**src/rtl/vga_rx.sv**
```systemverilog
// vga_rx: VGA timing receiver with sync measurement and lock tracking.
// Emits registered pixel coordinates and colour once timing is locked.
module vga_rx #(
  parameter int H_TOTAL = 800,
  parameter int H_SYNC  = 96,
  parameter int V_TOTAL = 525,
  parameter int V_SYNC  = 2
) (
  input  logic       clk,
  input  logic       reset,
  input  logic       pix_en,
  input  logic       hsync_n,
  input  logic       vsync_n,
  input  logic       blank_n,
  input  logic [7:0] r_in,
  input  logic [7:0] g_in,
  input  logic [7:0] b_in,
  output logic       pix_valid,
  output logic [9:0] x,
  output logic [9:0] y,
  output logic [7:0] r_out,
  output logic [7:0] g_out,
  output logic [7:0] b_out,
  output logic       frame_start,
  output logic       locked,
  output logic       timing_err,
  output logic [7:0] frame_count
);

  localparam logic [9:0] H_LAST = 10'(H_TOTAL - 1);
  localparam logic [9:0] H_LOW  = 10'(H_SYNC);
  localparam logic [9:0] V_LAST = 10'(V_TOTAL - 1);
  localparam logic [9:0] V_LOW  = 10'(V_SYNC);

  typedef enum logic [1:0] {
    S_SEARCH,
    S_ACQUIRE,
    S_LOCKED
  } state_t;

  state_t     state, state_nxt;
  logic       hs_q, vs_q, bl_q;
  logic [9:0] hcnt, hlow, hwidth;
  logic [9:0] vline, vlow, vwidth;
  logic [9:0] xc, yc;
  logic       acq_bad, lose, fs;
  logic       hs_fall, hs_rise, vs_fall, vs_rise, bl_fall;
  logic       hs_bad, vs_bad;

  function automatic logic [9:0] sat_inc(input logic [9:0] v);
    return (v == 10'h3ff) ? v : v + 10'd1;
  endfunction

  assign hs_fall = pix_en & hs_q & ~hsync_n;
  assign hs_rise = pix_en & ~hs_q & hsync_n;
  assign vs_fall = pix_en & vs_q & ~vsync_n;
  assign vs_rise = pix_en & ~vs_q & vsync_n;
  assign bl_fall = pix_en & bl_q & ~blank_n;

  assign hs_bad = hs_fall & ((hcnt != H_LAST) | (hwidth != H_LOW));
  assign vs_bad = vs_fall & ((vline != V_LAST) | (vwidth != V_LOW));

  assign locked = (state == S_LOCKED);

  // previous sample of the sync and blank inputs for edge detection
  always_ff @(posedge clk or posedge reset) begin
    if (reset) begin
      hs_q <= 1'b1;
      vs_q <= 1'b1;
      bl_q <= 1'b0;
    end else if (pix_en) begin
      hs_q <= hsync_n;
      vs_q <= vsync_n;
      bl_q <= blank_n;
    end
  end

  // horizontal period counter and hsync low-width measurement
  always_ff @(posedge clk or posedge reset) begin
    if (reset) begin
      hcnt   <= '0;
      hlow   <= '0;
      hwidth <= '0;
    end else if (pix_en) begin
      hcnt <= hs_fall ? 10'd0 : sat_inc(hcnt);
      if (hs_fall)
        hlow <= 10'd1;
      else if (!hsync_n)
        hlow <= sat_inc(hlow);
      if (hs_rise)
        hwidth <= hlow;
    end
  end

  // line counter and vsync low-width measurement in lines
  always_ff @(posedge clk or posedge reset) begin
    if (reset) begin
      vline  <= '0;
      vlow   <= '0;
      vwidth <= '0;
    end else if (pix_en) begin
      if (vs_fall)
        vline <= '0;
      else if (hs_fall)
        vline <= sat_inc(vline);
      if (vs_fall)
        vlow <= {9'd0, hs_fall};
      else if (!vsync_n && hs_fall)
        vlow <= sat_inc(vlow);
      if (vs_rise)
        vwidth <= vlow;
    end
  end

  // lock state register
  always_ff @(posedge clk or posedge reset) begin
    if (reset)
      state <= S_SEARCH;
    else
      state <= state_nxt;
  end

  // next state; lock loss outranks a coincident frame start
  always_comb begin
    state_nxt = state;
    lose      = 1'b0;
    fs        = 1'b0;
    unique case (state)
      S_SEARCH: begin
        if (vs_fall)
          state_nxt = S_ACQUIRE;
      end
      S_ACQUIRE: begin
        if (vs_fall && !(acq_bad || hs_bad || vs_bad)) begin
          state_nxt = S_LOCKED;
          fs        = 1'b1;
        end
      end
      S_LOCKED: begin
        if (hs_bad || vs_bad) begin
          state_nxt = S_SEARCH;
          lose      = 1'b1;
        end else if (vs_fall) begin
          fs = 1'b1;
        end
      end
      default: state_nxt = S_SEARCH;
    endcase
  end

  // sticky failure flag for the frame being acquired
  always_ff @(posedge clk or posedge reset) begin
    if (reset)
      acq_bad <= 1'b0;
    else if (vs_fall)
      acq_bad <= 1'b0;
    else if (state == S_ACQUIRE && hs_bad)
      acq_bad <= 1'b1;
  end

  // running coordinates of the next active pixel
  always_ff @(posedge clk or posedge reset) begin
    if (reset) begin
      xc <= '0;
      yc <= '0;
    end else if (pix_en) begin
      xc <= blank_n ? sat_inc(xc) : 10'd0;
      if (vs_fall)
        yc <= '0;
      else if (bl_fall)
        yc <= sat_inc(yc);
    end
  end

  // registered pixel output, held between valid strobes
  always_ff @(posedge clk or posedge reset) begin
    if (reset) begin
      pix_valid <= 1'b0;
      x         <= '0;
      y         <= '0;
      r_out     <= '0;
      g_out     <= '0;
      b_out     <= '0;
    end else begin
      pix_valid <= 1'b0;
      if (pix_en && blank_n && state == S_LOCKED) begin
        pix_valid <= 1'b1;
        x         <= xc;
        y         <= yc;
        r_out     <= r_in;
        g_out     <= g_in;
        b_out     <= b_in;
      end
    end
  end

  // frame and error pulses plus locked-frame counter
  always_ff @(posedge clk or posedge reset) begin
    if (reset) begin
      frame_start <= 1'b0;
      timing_err  <= 1'b0;
      frame_count <= '0;
    end else begin
      frame_start <= fs;
      timing_err  <= lose;
      if (fs)
        frame_count <= frame_count + 8'd1;
    end
  end

endmodule

```
**config.mk**
```make
export PLATFORM = sky130hd
export DESIGN_NAME = vga_rx
export DESIGN_NICKNAME = d
export VERILOG_FILES = /design/src/rtl/vga_rx.sv
export SDC_FILE = /design/constraint.sdc
export NUM_CORES = 1
export LEC_CHECK = 0
export CAP_MARGIN = 20
export CORE_MARGIN = 2
export CORE_UTILIZATION = 50
export DETAILED_ROUTE_END_ITERATION = 16
export GPL_TIMING_DRIVEN = 0
export PLACE_DENSITY = 0.76
export SETUP_SLACK_MARGIN = 0.4
export SYNTH_ARGS = -nofsm -noshare
export SYNTH_HDL_FRONTEND = slang
export SYNTH_SLANG_ARGS = --single-unit
export TNS_END_PERCENT = 30
```
**constraint.sdc**
```tcl
create_clock -name clk -period 4.15 [get_ports clk]
set_input_delay 0.6225 -clock clk [delete_from_list [all_inputs] [get_ports clk]]
set_output_delay 0.6225 -clock clk [all_outputs]
set_load 0.01 [all_outputs]
```
==> metrics.txt, run 1 <==
fin nets=736; status=complete, no violations; GRT Util Overall=21.5%; Yosys top cell by area=dfrtp_1; setup TNS=0 ps; Post-Synth XOR/XNOR Area=5.52%; worst skew pair latency=420 ps; Via density=5.52; root buf cell=clkbuf_16; most frequent cell after synthesis=dfrtp_1; cell row count=41; reg2reg start=state[0]; Core Region=12700 sq um; final antenna-violating net count=0; final period utilization=63.4%; Mapped Nets=628; Seq/Total Area, Yosys=54.3%; initial antenna violation count=0; Worst Clk Skew=5.38 ps; Reg2Reg Depth=6; boundary pin count=86; Post-synth EDFFs=0; Setup crit end kind=flip-flop; ratio of cells with drive above 1 in the final layout=15.3%; maximum clock path buffer count=2; Pins Over Slew Limit=0; Synth Cell Area=6500 sq um; Yosys top cell area share=53.5%; area grow syn2layout=27.0%; CP required=4450 ps; worst r2r dst=b_out[3]; # diodes=0; Synth Area in Compound Gates=7.31%; Hold Crit Class=reg -> reg; global-route wire length before repair=24100 um; mux cell area share after synthesis=11.1%; worst vdd ir=0.000510 V; fmax=0.380 GHz; Worst Tran Pin Value=983 ps; Async S/R FF share, synth=100%; die width=118 um; WL/cell=16.0 um; cts hold-fix bufs=0; PwrDens=518 nW/um^2; routed vias=4848; final setup margin=1520 ps; Simple-Gate Fraction of Synth Area=17.1%; post-CTS setup buffers=0; Pleak=3.62 nW; fin crit period=2630 ps; CTS tree=built; Adder-Cell Fraction of Synth Area=2.50%; synth top area cells=dfrtp_1, mux2_2, xnor2_1, nor2_1, ha_1; Final Hold Vio Count=0; DRT Pass-1 Iters=5; crit path to=b_out[3]; via count of the first global-routing pass=5019; post-CTS sizing=0; die span in y=118 um; Iter 0 DRT Violations=305; DP HPWL=9890 um; Max transition margin=33.6%; main combinational cell family by area after synthesis=simple AND/OR/NAND/NOR gates; Worst setup startpoint=state[0]; RSZ-0062 raised after global routing=no; GR Overflow Total=0; Setup Crit Path Kind=reg -> reg; startpoint class of the critical path=flip-flop; H-tree levels=4; Data arrival, critical path=2930 ps; Distinct cells, synth=54; total wire length=14000 um; Placement Setup Slack=1120 ps; Initial Util=51.3%; GPL Wtd Cong=0.881; Max-cap violations=0; pin count of the biggest net entering global routing=43; DRC Markers=0; die area=13900 sq um; Avg Cell Area, Syn=11.1 sq um; WHS=470 ps; Yosys warnings=0; Seq cells post-synth=141; TritonCTS Buffers=17; most frequent cells after synthesis=dfrtp_1, mux2_2, nor2_1; Most used DFF post-synth=dfrtp_1; IO Port Bufs=84; Reg clk slew, reported paths=60 ps; setup violators final=0; Worst R2R Setup Slack=1520 ps; Post-Syn Instances=585; Sinks on Clock Net=141; Final Util=65.2%; Crit Path Max Fanout=10
==> registers in the layout (all words and copies together) (netlist names), 2 cells and up <==
name,cells
xc,10
g_out,8
frame_count,8
vline,10
y,10
vlow,10
vwidth,10
hwidth,10
state,2
b_out,8
r_out,8
x,10
yc,10
hcnt,10
hlow,10
==> worst max-delay path: stages (launching register included) <==
cell and delay (ps):
dfrtp_1 440, inv_1 120, ha_1 310, nand3_1 150, clkbuf_1 610, clkbuf_1 490
mux2_2 400
==> stage by stage <==
| step | instance area, sq um | std cells | power (mW) |
|---|---|---|---|
| floorplan | 6510 | 585 | 2.25 |
| CTS | 8250 | 876 | 4.31 |
| finish | 8260 | 878 | 4.28 |
| global route | 8260 | 878 | 4.49 |
| detailed placement | 7620 | 844 | 2.71 |
| global placement | 7560 | 841 | 2.65 |
==> per-layer routing <==
metal	global-route usage, %	up-vias	wire (um)
li1	-	2301	-
met1	26.6	2422	6080
met2	36.9	103	7250
met3	5.62	22	487
met4	6.70	0	219
met5	0	-	0
==> power by group <==
part / switching, mW / internal (mW)
sequential: 0.166 / 1.60
combinational: 0.409 / 0.517
clock: 0.542 / 1.04
total: 1.12 / 3.16
==> cell families after synthesis <==
kind of cell	Yosys count
and+or+nand+nor	214
DFF	141
AOI/OAI and AO/OA	74
muxes	64
xor gates and xnor gates	41
buffers and inverters	38
adders and majority gates	13
==> layout make-up <==
cell class | instances | area [sq um]
Fill cell | 979 | 4410
Inverter | 21 | 82.6
Clock inverter | 5 | 103
Tap cell | 172 | 215
Timing Repair Buffer | 89 | 911
Clock buffer | 27 | 523
Buffer | 17 | 65.1
Multi-Input combinational cell | 406 | 2830
Sequential cell | 141 | 3530
==> worst min-delay path by stage <==
stage / from / to / cells past startpoint
after floorplan: vwidth[8] / vwidth[8] / 2
after global placement: frame_count[7] / frame_count[7] / 1
after detailed placement: frame_count[7] / frame_count[7] / 1
after CTS: frame_count[7] / frame_count[7] / 1
after global routing: frame_count[7] / frame_count[7] / 1
final: frame_count[7] / frame_count[7] / 1
==> placed cells by master (no fill, tap or decap), drive strengths merged, types with 4 or more instances in the layout <==
cell           netlist  final
a21oi               14     14
and3                 9      9
and4                 7      7
clkbuf              17     46
clkdlybuf4s50        0     84
dfrtp              139    139
ha                  13     13
inv                 21     20
mux2                61     61
nand2               43     43
nand2b               4      4
nand3               27     27
nand3b               6      6
nand4               13     13
nor2                56     56
nor2b                4      4
nor3                17     17
nor4                 9      9
o211ai               6      6
o21a                 5      5
o21ai               25     25
o311ai               4      4
o41ai                4      4
or3                  8      8
xnor2               26     26
xor2                15     15
Power figures use the tool's default switching activity.
==> run 2: changes to the inputs <==
==> constraint.sdc (replaced) <==
create_clock -name clk -period 2.4 [get_ports clk]
set_input_delay 0.36 -clock clk [delete_from_list [all_inputs] [get_ports clk]]
set_output_delay 0.36 -clock clk [all_outputs]
set_load 0.01 [all_outputs]
==> metrics.txt, run 2 (same netlist as run 1, synthesis figures left out) <==
area grow syn2layout=31.2%; total wire length=14600 um; global-route wire length before repair=24400 um; Core Region=12700 sq um; RSZ-0062 raised after global routing=yes; Max-cap violations=0; Setup Crit Path Kind=reg -> reg; fmax=0.462 GHz; Pleak=3.74 nW; leading cell type in the layout, fill and taps excluded=dfrtp_1; Max transition margin=48.1%; footprint of the multi-input gates=3000 sq um; # diodes=0; Sinks on Clock Net=141; Iter 0 DRT Violations=277; Placement Setup Slack=-371 ps; Final Hold Vio Count=0; cts hold-fix bufs=0; GRT Util Overall=21.8%; die span in y=118 um; TritonCTS Buffers=17; maximum clock path buffer count=2; via count of the first global-routing pass=5092; cell row count=41; DRC Markers=0; setup violators final=0; worst skew pair latency=420 ps; commonest non-fill, non-tap cells in the layout=dfrtp_1, clkdlybuf4s50_1, mux2_2, nor2_1, nand2_1; status=complete, no violations; Via density=5.51; die width=118 um; reg2reg start=vwidth[5]; fillcell total=945; WL/cell=16.4 um; ratio of cells with drive above 1 in the final layout=20.1%; CP required=2680 ps; fin crit period=2170 ps; setup TNS=0 ps; GR Overflow Total=0; Final Instance Area=8530 sq um; PwrDens=878 nW/um^2; GPL Wtd Cong=0.881; die area=13900 sq um; initial antenna violation count=0; Tot Pwr=7.49 mW; boundary pin count=86; IO Port Bufs=84; pin count of the biggest net entering global routing=43; Worst Tran Pin Value=770 ps; DP Area=7620 sq um; Hold Crit Class=in -> async; Setup crit end kind=flip-flop; CTS tree=built; Reg area=3530 sq um; WHS=366 ps; worst vdd ir=0.000901 V; Worst setup startpoint=vwidth[5]; routed vias=4889; Reg clk slew, reported paths=60 ps; Final Non-Filler Cells=887; Pins Over Slew Limit=0; root buf cell=clkbuf_16; startpoint class of the critical path=flip-flop; H-tree levels=4; DRT Pass-1 Iters=7; Worst Clk Skew=4.68 ps; fin nets=745; Final Util=67.3%; Initial Util=51.3%; # placed instances=844; Crit Path Max Fanout=3; final antenna-violating net count=0; final setup margin=234 ps; Data arrival, critical path=2450 ps; final period utilization=90.3%; DP HPWL=9890 um
## run 2: per-layer routing
metal | vias to the layer above | GRT usage (%) | share of wire [%]
met1 | 2455 | 26.7 | 43
met3 | 19 | 5.86 | 3.5
met4 | 0 | 7.08 | 1.4
met2 | 102 | 37.4 | 52
li1 | 2313 | - | -
met5 | - | 0 | 0
## run 2: path summary, 6_finish.rpt
kind / end / slack [ps] / cells past startpoint
max in group asynchronous: b_out[4] / 910 / 5
min in group clk: xc[0] / 390 / 3
worst max register to register: state[1] / 230 / 5
worst min-delay path: g_out[7] / 370 / 2
worst min register to register: frame_count[7] / 480 / 1
worst max-delay path: state[1] / 230 / 5
## run 2: cell type report
type	count	area share [%]
plain buffers	17	1.03
clock buffers	27	6.13
clock inverters	5	1.20
inverters	21	0.968
multi-input cells	406	35.2
flip-flops and latches	141	41.4
well taps	172	2.52
repair buffers	98	11.6
## run 2: critical path, stage by stage (launching register included)
cell and delay (ps):
dfrtp_1 370, or4_4 560, or3_4 360, or3_4 350
o211ai_1 250, o211ai_1 140
## run 2: report_power, final
group	total, mW	internal [mW]	leakage, nW	switching (mW)
sequential	3.07	2.77	1.89	0.294
clock	2.75	1.80	0.304	0.945
combinational	1.67	0.931	1.56	0.742
## run 2: repair_timing
| action | 4_1_cts | 5_1_grt |
|---|---|---|
| resized for setup | 12 | 35 |
| setup buffers | 0 | 10 |
| gates cloned | 0 | 0 |
| pin swaps | 0 | 20 |
| setup endpoints to repair | 113 | 92 |
==> run 3: changes to the inputs <==
--- a/config.mk
+++ b/config.mk
@@ -12,7 +12,7 @@
 export GPL_TIMING_DRIVEN = 0
 export PLACE_DENSITY = 0.76
 export SETUP_SLACK_MARGIN = 0.4
+export SKIP_LAST_GASP = 1
 export SYNTH_ARGS = -nofsm -noshare
 export SYNTH_HDL_FRONTEND = slang
 export SYNTH_SLANG_ARGS = --single-unit
-export TNS_END_PERCENT = 30
==> metrics.txt, run 3 (same netlist as run 1, synthesis figures left out) <==
boundary pin count=86; die area=13900 sq um; Psw=2.01 mW; cell row count=41; Placement Setup Slack=-381 ps; Levels on crit path=5; Crit path max-delay family=simple AND/OR/NAND/NOR gates; H-tree levels=4; cts hold-fix bufs=0; Hold Crit Class=in -> async; startpoint class of the critical path=flip-flop; Worst path max stage delay=550 ps; Initial Util=51.3%; PwrDens=892 nW/um^2; Setup Crit Path Kind=reg -> reg; Crit Path Max Fanout=3; routed vias=4909; Final Non-Filler Cells=886; final antenna-violating net count=0; TritonCTS Buffers=17; worst skew pair latency=420 ps; Reg clk slew, reported paths=60 ps; DRC Markers=0; GRT Util Overall=21.9%; total wire length=14300 um; WL/cell=16.2 um; Pint=5.63 mW; final setup margin=204 ps; RSZ-0062 raised after global routing=yes; Via density=5.54; clock power share=38.5%; commonest non-fill, non-tap cells in the layout=dfrtp_1, clkdlybuf4s50_1, mux2_2, nor2_1, nand2_1; Logic pwr share=21.5%; Data arrival, critical path=2470 ps; initial antenna violation count=0; fmax=0.455 GHz; die width=118 um; Pins Over Slew Limit=0; DRT Pass-1 Iters=5; final period utilization=91.5%; die span in y=118 um; Worst Tran Pin Value=586 ps; worst path bufs/invs=0; setup violators final=0; Switching Fraction=26.3%; worst vdd ir=0.000633 V; root buf cell=clkbuf_16; status=complete, no violations; Reg2Reg Depth=5; WHS=351 ps; DP HPWL=9690 um; Sequential Power Share=40.0%; Pleak=3.77 nW; # placed instances=844; GPL Wtd Cong=0.892; area grow syn2layout=31.8%; pin count of the biggest net entering global routing=44; crit-path cells=or4_4 -> or3_4 -> or3_4 -> o211ai_1 -> o211ai_1; maximum clock path buffer count=2; fin nets=744; Core Region=12700 sq um; Max-cap violations=0; Max transition margin=60.5%; CP required=2680 ps; # diodes=0; via count of the first global-routing pass=5079; global-route wire length before repair=24700 um; Worst Clk Skew=7.58 ps; ratio of cells with drive above 1 in the final layout=21.3%; IO Port Bufs=84; Sinks on Clock Net=141; critical path's slowest cell=or4_4; CTS tree=built; leading cell type in the layout, fill and taps excluded=dfrtp_1; Final Hold Vio Count=0; fillcell total=918; Iter 0 DRT Violations=346; fin crit period=2200 ps; GR Overflow Total=0; Setup crit end kind=flip-flop
## run 3: changes by cell type in the layout (fill, tap and decap cells not counted), sizes merged
| cell | previous run | this run |
|---|---|---|
| buf | 14 | 13 |
| bufinv | 3 | 5 |
| clkbuf | 44 | 37 |
| clkdlybuf4s50 | 84 | 83 |
| clkinv | 1 | 3 |
| clkinvlp | 2 | 3 |
| dlygate4sd2 | 0 | 1 |
| inv | 20 | 22 |
## run 3: final timing paths
check,startpoint,to,slack (ps)
setup / recovery,vwidth[4],state[1],200
hold / removal,reset,g_out[4],350
setup reg to reg,vwidth[4],state[1],200
hold reg to reg,frame_count[7],frame_count[7],480
max in group asynchronous,reset,vs_q,1140
min in group clk,blank_n,xc[8],370
## run 3: through the flow
| step | setup TNS, ps | total power [mW] | cell area [sq um] | util (%) |
|---|---|---|---|---|
| after global routing | 0 | 8.01 | 8570 | 67.6 |
| final | 0 | 7.64 | 8570 | 67.6 |
| after floorplan | 0 | 3.88 | 6510 | - |
| after detailed placement | -12870 | 4.70 | 7620 | 60.2 |
| after global placement | -131890 | 4.59 | 7560 | 59.7 |
| after CTS | 0 | 7.65 | 8430 | 66.5 |
## run 3: area by class of cell
cell class	count	area, sq um	share of cell area (%)
plain buffers	17	86.3	1.01
well taps	172	215	2.51
clock inverters	12	205	2.39
repair buffers	97	982	11.5
inverters	21	82.6	0.964
multi-input cells	406	3000	35.0
flip-flops and latches	141	3530	41.2
clock buffers	20	467	5.45
## run 3: timing repair
item | CTS | global route
buffers inserted | 4 | 6
pin swaps | 8 | 13
endpoints found under the setup margin | 95 | 75
gates resized for setup | 25 | 27
## run 3: power groups by stage
stage | Combinational, mW | Clock (mW) | Sequential [mW]
5_1_grt | 1.79 | 3.10 | 3.12
3_5_place_dp | 1.60 | 0 | 3.09
6_report | 1.65 | 2.94 | 3.06
2_1_floorplan | 0.726 | 0 | 3.16
4_1_cts | 1.62 | 2.98 | 3.05
3_3_place_gp | 1.53 | 0 | 3.06
## run 3: worst reg2reg max path, cell delays in order, from the launching register on
cell and delay, ps:
dfrtp_1 380, or4_4 550, or3_4 360, or3_4 360, o211ai_1 240, o211ai_1 170
## run 3: metal layers
layer,GRT usage (%),up-vias,wire (um)
met5,0,-,0
met4,7.61,0,238
met3,5.23,30,548
met2,37.0,109,7400
met1,27.5,2452,6130
li1,-,2318,-
